==> config.mk <==
export PLATFORM = sky130hd
export DESIGN_NAME = sw_regfile_arbiter
export DESIGN_NICKNAME = d
export VERILOG_FILES = /design/src/rtl/sw_regfile_arbiter.sv
export SDC_FILE = /design/constraint.sdc
export NUM_CORES = 1
export LEC_CHECK = 0
export CAP_MARGIN = 20
export CELL_PAD_IN_SITES_DETAIL_PLACEMENT = 1
export CELL_PAD_IN_SITES_GLOBAL_PLACEMENT = 1
export CORE_ASPECT_RATIO = 0.7
export CORE_MARGIN = 3
export CORE_UTILIZATION = 25
export CTS_BUF_LIST = sky130_fd_sc_hd__clkbuf_16
export CTS_CLUSTER_DIAMETER = 100
export CTS_CLUSTER_SIZE = 10
export DETAILED_ROUTE_END_ITERATION = 16
export PLACE_DENSITY = 0.88
export SETUP_SLACK_MARGIN = 0.3
export SLEW_MARGIN = 30
export SYNTH_ARGS = -nofsm -noshare
export SYNTH_HDL_FRONTEND = slang
export SYNTH_SLANG_ARGS = --single-unit
==> constraint.sdc <==
create_clock -name clk -period 2.22 [get_ports clk]
set_input_delay 0.444 -clock clk [delete_from_list [all_inputs] [get_ports clk]]
set_output_delay 0.444 -clock clk [all_outputs]
set_load 0.02 [all_outputs]
==> src/rtl/sw_regfile_arbiter.sv <==
// Zero-fill sequencer and round-robin arbiter for the 128-entry score register file.
// Define SW_ARB_GRANT_CNT_EN to add the gnt_cnt0/gnt_cnt1 grant counters.
module sw_regfile_arbiter #(
    parameter int DATA_WIDTH = 32,
    parameter int ADDR_WIDTH = 7,
    parameter int DEPTH      = 128
) (
    input  logic                  clk,
    input  logic                  rst,
    input  logic                  clr_start,
    output logic                  busy,
    output logic                  clr_done,
    input  logic                  req0,
    input  logic                  req1,
    input  logic                  we0,
    input  logic                  we1,
    input  logic [ADDR_WIDTH-1:0] addr0,
    input  logic [ADDR_WIDTH-1:0] addr1,
    input  logic [DATA_WIDTH-1:0] wdata0,
    input  logic [DATA_WIDTH-1:0] wdata1,
    output logic                  gnt0,
    output logic                  gnt1,
    output logic [DATA_WIDTH-1:0] rdata,
    output logic                  rvalid0,
    output logic                  rvalid1,
    output logic                  rf_w_en,
    output logic [31:0]           rf_r_addr,
    output logic [31:0]           rf_w_addr,
    output logic [DATA_WIDTH-1:0] rf_w_data,
    input  logic [DATA_WIDTH-1:0] rf_r_data
`ifdef SW_ARB_GRANT_CNT_EN
    ,
    output logic [15:0]           gnt_cnt0,
    output logic [15:0]           gnt_cnt1
`endif
);

    typedef enum logic {CLEAR, ARB} state_t;

    state_t                state;
    logic [ADDR_WIDTH-1:0] clr_cnt;
    logic [ADDR_WIDTH-1:0] r_addr;
    logic [ADDR_WIDTH-1:0] w_addr;
    logic                  prio;
    logic                  rd0;
    logic                  rd1;
    logic                  arb_ok;
    logic                  acc;
    logic                  sel_we;
    logic [ADDR_WIDTH-1:0] sel_addr;
    logic [DATA_WIDTH-1:0] sel_wdata;

    assign arb_ok = (state == ARB) && !rst;
    assign gnt0   = arb_ok && req0 && (!req1 || !prio);
    assign gnt1   = arb_ok && req1 && (!req0 || prio);
    assign acc    = gnt0 || gnt1;

    assign sel_we    = gnt1 ? we1 : we0;
    assign sel_addr  = gnt1 ? addr1 : addr0;
    assign sel_wdata = gnt1 ? wdata1 : wdata0;

    assign busy      = (state == CLEAR);
    assign rdata     = rf_r_data;
    assign rf_r_addr = 32'(r_addr);
    assign rf_w_addr = 32'(w_addr);

    always_ff @(posedge clk) begin
        if (rst) begin
            state     <= CLEAR;
            clr_cnt   <= '0;
            clr_done  <= 1'b0;
            prio      <= 1'b0;
            rf_w_en   <= 1'b0;
            r_addr    <= '0;
            w_addr    <= '0;
            rf_w_data <= '0;
            rd0       <= 1'b0;
            rd1       <= 1'b0;
            rvalid0   <= 1'b0;
            rvalid1   <= 1'b0;
        end else begin
            rd0      <= gnt0 && !we0;
            rd1      <= gnt1 && !we1;
            rvalid0  <= rd0;
            rvalid1  <= rd1;
            rf_w_en  <= 1'b0;
            clr_done <= 1'b0;
            if (acc) begin
                rf_w_en <= sel_we;
                if (sel_we) begin
                    w_addr    <= sel_addr;
                    rf_w_data <= sel_wdata;
                end else begin
                    r_addr <= sel_addr;
                end
            end
            if (arb_ok && req0 && req1)
                prio <= ~prio;
            unique case (state)
                CLEAR: begin
                    // The cycle showing the last clear write also leaves CLEAR
                    if (clr_done) begin
                        state <= ARB;
                    end else begin
                        rf_w_en   <= 1'b1;
                        w_addr    <= clr_cnt;
                        rf_w_data <= '0;
                        clr_cnt   <= clr_cnt + 1'b1;
                        clr_done  <= (clr_cnt == ADDR_WIDTH'(DEPTH - 1));
                    end
                end
                ARB: begin
                    if (clr_start) begin
                        state   <= CLEAR;
                        clr_cnt <= '0;
                    end
                end
            endcase
        end
    end

`ifdef SW_ARB_GRANT_CNT_EN
    always_ff @(posedge clk) begin
        if (rst || (state == ARB && clr_start)) begin
            gnt_cnt0 <= '0;
            gnt_cnt1 <= '0;
        end else begin
            if (gnt0)
                gnt_cnt0 <= gnt_cnt0 + 16'd1;
            if (gnt1)
                gnt_cnt1 <= gnt_cnt1 + 16'd1;
        end
    end
`endif

endmodule

==> results.cfg <==
[run_status]
status = completed

[die]
rows = 35
die-area_sq_um = 15900
initial_utilization = 0.264
core_area_sq_um = 13600
io_pins = 252
die_y_um = 106
die_w_um = 149

[job]
cap_viol_max_count = 0

[worst_setup_path]
reg2reg_from = state
arrival_ns = 1.99
crit_chain = dlygate4sd2_1, buf_4, nor4b_4, or2_2, buf_12, a211oi_2
rr_worst_depth = 5
crit_start = rst
critPathMaxFanout = 35
required_ns = 2.41
cp_slowest_cell = nor4b_4
crit_type = input port to flop
crit_path_max_incr_delay_ns = 0.42
cp-start-kind = input port
cp-end-kind = flop

[clock_network]
postCtsHoldBufs = 0
clkTransAtPathRegs_ns = 0.05
insertion_delay_ns = 0.32
cts_tree = yes
cts_inserted_buffers = 9
clk_path_buf_depth = 2
root_buffer = clkbuf_16
h-tree-depth = 3
clock_sinks = 61

[placed_design]
routabilityCongestion = 0.771
place_inst = 650
dpl.hpwl_um = 8280
port_buffers = 137

[synthesis]
syn_area_per_cell_sq_um = 9.61
ys_seq_area_frac = 0.340
ys.flop_type = dfxtp_1
syn_inst = 374
synth_cell_type_count = 39
yosysTopAreaCell = dfxtp_1
yosysWarnings = 0
syn_area_sq_um = 3590
synthArstFlopShare = 0
synth_edf_count = 0
synth-seq-cells = 61
synth_top_area_frac = 0.340
synthTopCellsByArea = dfxtp_1 (34%), buf_4 (17%), mux2i_1 (11%), a211oi_2 (10%), nor3_1 (5.8%)

[cells_and_area]
final_cell_count_no_fill = 668
seqCellArea_sq_um = 1220
layout-drive-gt1-share = 0.161
syn_to_final_growth_pct = 42.6
fillers = 1534
multi_input_area_sq_um = 1790
num_antenna_cells = 0
nets = 596

[hold_path]
hp-start = rd0
hold_class = flop to flop
hold_depth = 1

[route]
ant_nets = 0
wire_per_inst_um = 16.5
drt-vias-per-instance = 4.47
vias = 2987
firstDrtPassIters = 4
wl_um = 11000
drc = 0
drt-initial-drc-count = 103

[timing]
report.final.setup_viol = 0
period_share = 0.807
max_freq_mhz = 558
period_minus_slack_ns = 1.79
rsz0062_at_grt = no
finalMaxSlewViolations = 0
finalSetupTns_ns = 0
final-hold-violation-count = 0
whs_ns = 0.446
fin_skew_ns = 0.00413

[power_and_ir_drop]
clockPowerShare = 0.500
switching_power_uw = 625
pwr_density_cell_nw_per_um2 = 558
irDropWorstVdd_mv = 0.313
total_leakage_power_nw = 2.06
pwr-share-comb = 0.111
p_seq_frac = 0.389
sw_frac_of_total = 0.219
internal_power_mw = 2.24

[global_routing]
grt_max_degree = 36
grt_pass1_wl_um = 16600
grt_pass1_vias = 3217
antenna_found_initial = 0
track_usage = 0.134
overflow = 0
-- path summary, 6_finish.rpt --
path / slack (ns) / endpoint
setup / recovery: 0.43 / rf_w_data[7]
hold / removal: 0.45 / rvalid0
setup reg to reg: 0.48 / clr_cnt[5]
hold reg to reg: 0.45 / rvalid0
-- cell usage in the layout, fill, tap and decap left out, types with 2 or more instances in the layout --
cell,Yosys,final
clkinv_2,0,2
clkbuf_16,0,10
or3_1,2,2
o211ai_1,2,2
nor3_1,42,41
mux2i_1,39,38
bufinv_16,0,2
o21ai_1,7,7
nand2_1,6,6
nand2b_1,8,7
clkinv_1,0,2
buf_2,11,2
o32a_1,7,7
or2_2,0,2
buf_12,0,2
inv_1,2,3
dlygate4sd2_1,0,3
conb_1,1,50
nor2b_1,2,2
a21oi_1,7,7
nand3b_1,7,7
buf_4,83,14
clkdlybuf4s50_1,0,131
a211oi_1,10,10
dfxtp_1,61,61
a211oi_2,30,30
nor2_1,9,9
-- critical path: cells and delay by family --
| kind | cells | cell delay [ns] |
|---|---|---|
| AOI/OAI and AO/OA | 1 | 0.09 |
| and+or+nand+nor | 2 | 0.64 |
| buffers and inverters | 3 | 0.78 |
-- layout make-up --
class	instances	area share
Sequential cell	61	0.238
Clock buffer	9	0.0439
Clock inverter	7	0.0159
Tap cell	185	0.0452
Timing Repair Buffer	156	0.306
Inverter	2	0.00146
Multi-Input combinational cell	248	0.349
-- per-layer routing --
metal / vias to the layer above / routed length, um / GRT usage
met5: - / 0 / 0
met4: 0 / 182 / 0.0438
met3: 20 / 816 / 0.0554
met2: 138 / 5560 / 0.239
met1: 1423 / 4480 / 0.142
li1: 1406 / - / -
-- cell usage after synthesis (2+ instances only) --
library cell	count
mux2i_1	39
inv_1	2
a211oi_1	10
a21oi_1	7
nand3_1	2
nor3_1	42
nor2_1	9
nand3b_1	7
clkbuf_1	12
buf_4	83
dfxtp_1	61
nand2b_1	8
o32a_1	7
or2_1	3
buf_6	5
nor2b_1	2
o21ai_1	7
or3_1	2
o211ai_1	2
a211oi_2	30
nand2_1	6
buf_2	11
-- power by group through the flow --
stage	clock network, mW	registers [mW]	logic [mW]
after floorplan	0	1.14	0.283
after global placement	0	1.13	0.305
after detailed placement	0	1.13	0.314
after CTS	1.48	1.11	0.317
after global routing	1.54	1.11	0.341
final	1.43	1.11	0.318
-- logic make-up after synthesis --
kind of cell / share of synthesized area
adders and majority gates: 0.00348
xor gates and xnor gates: 0.00244
and+or+nand+nor: 0.148
other: 0.00104
buffers and inverters: 0.220
muxes: 0.115
AOI/OAI and AO/OA: 0.171
DFF: 0.340
-- flip-flops by register name, summed over array words and instances (netlist names), 7 cells and up --
name	count
rf_w_data	32
clr_cnt	7
r_addr	7
w_addr	7
-- repair_timing --
| action | in CTS | in global routing |
|---|---|---|
| pin swaps | 1 | 0 |
| gates cloned | 0 | 1 |
| buffers inserted | 1 | 0 |
| endpoints found under the setup margin | 41 | 40 |
| resized for setup | 15 | 3 |
-- per-stage QoR --
step | instance area [sq um] | utilization | total power [mW] | worst slack (ns)
after global placement | 4780 | 0.351 | 1.44 | -0.131
after global routing | 5130 | 0.376 | 2.99 | 0.344
after floorplan | 3780 | - | 1.42 | 0.303
after detailed placement | 4780 | 0.351 | 1.45 | -0.268
final | 5130 | 0.376 | 2.86 | 0.429
after CTS | 5090 | 0.374 | 2.91 | 0.286
Note: power is estimated with default switching activity, not from simulation.
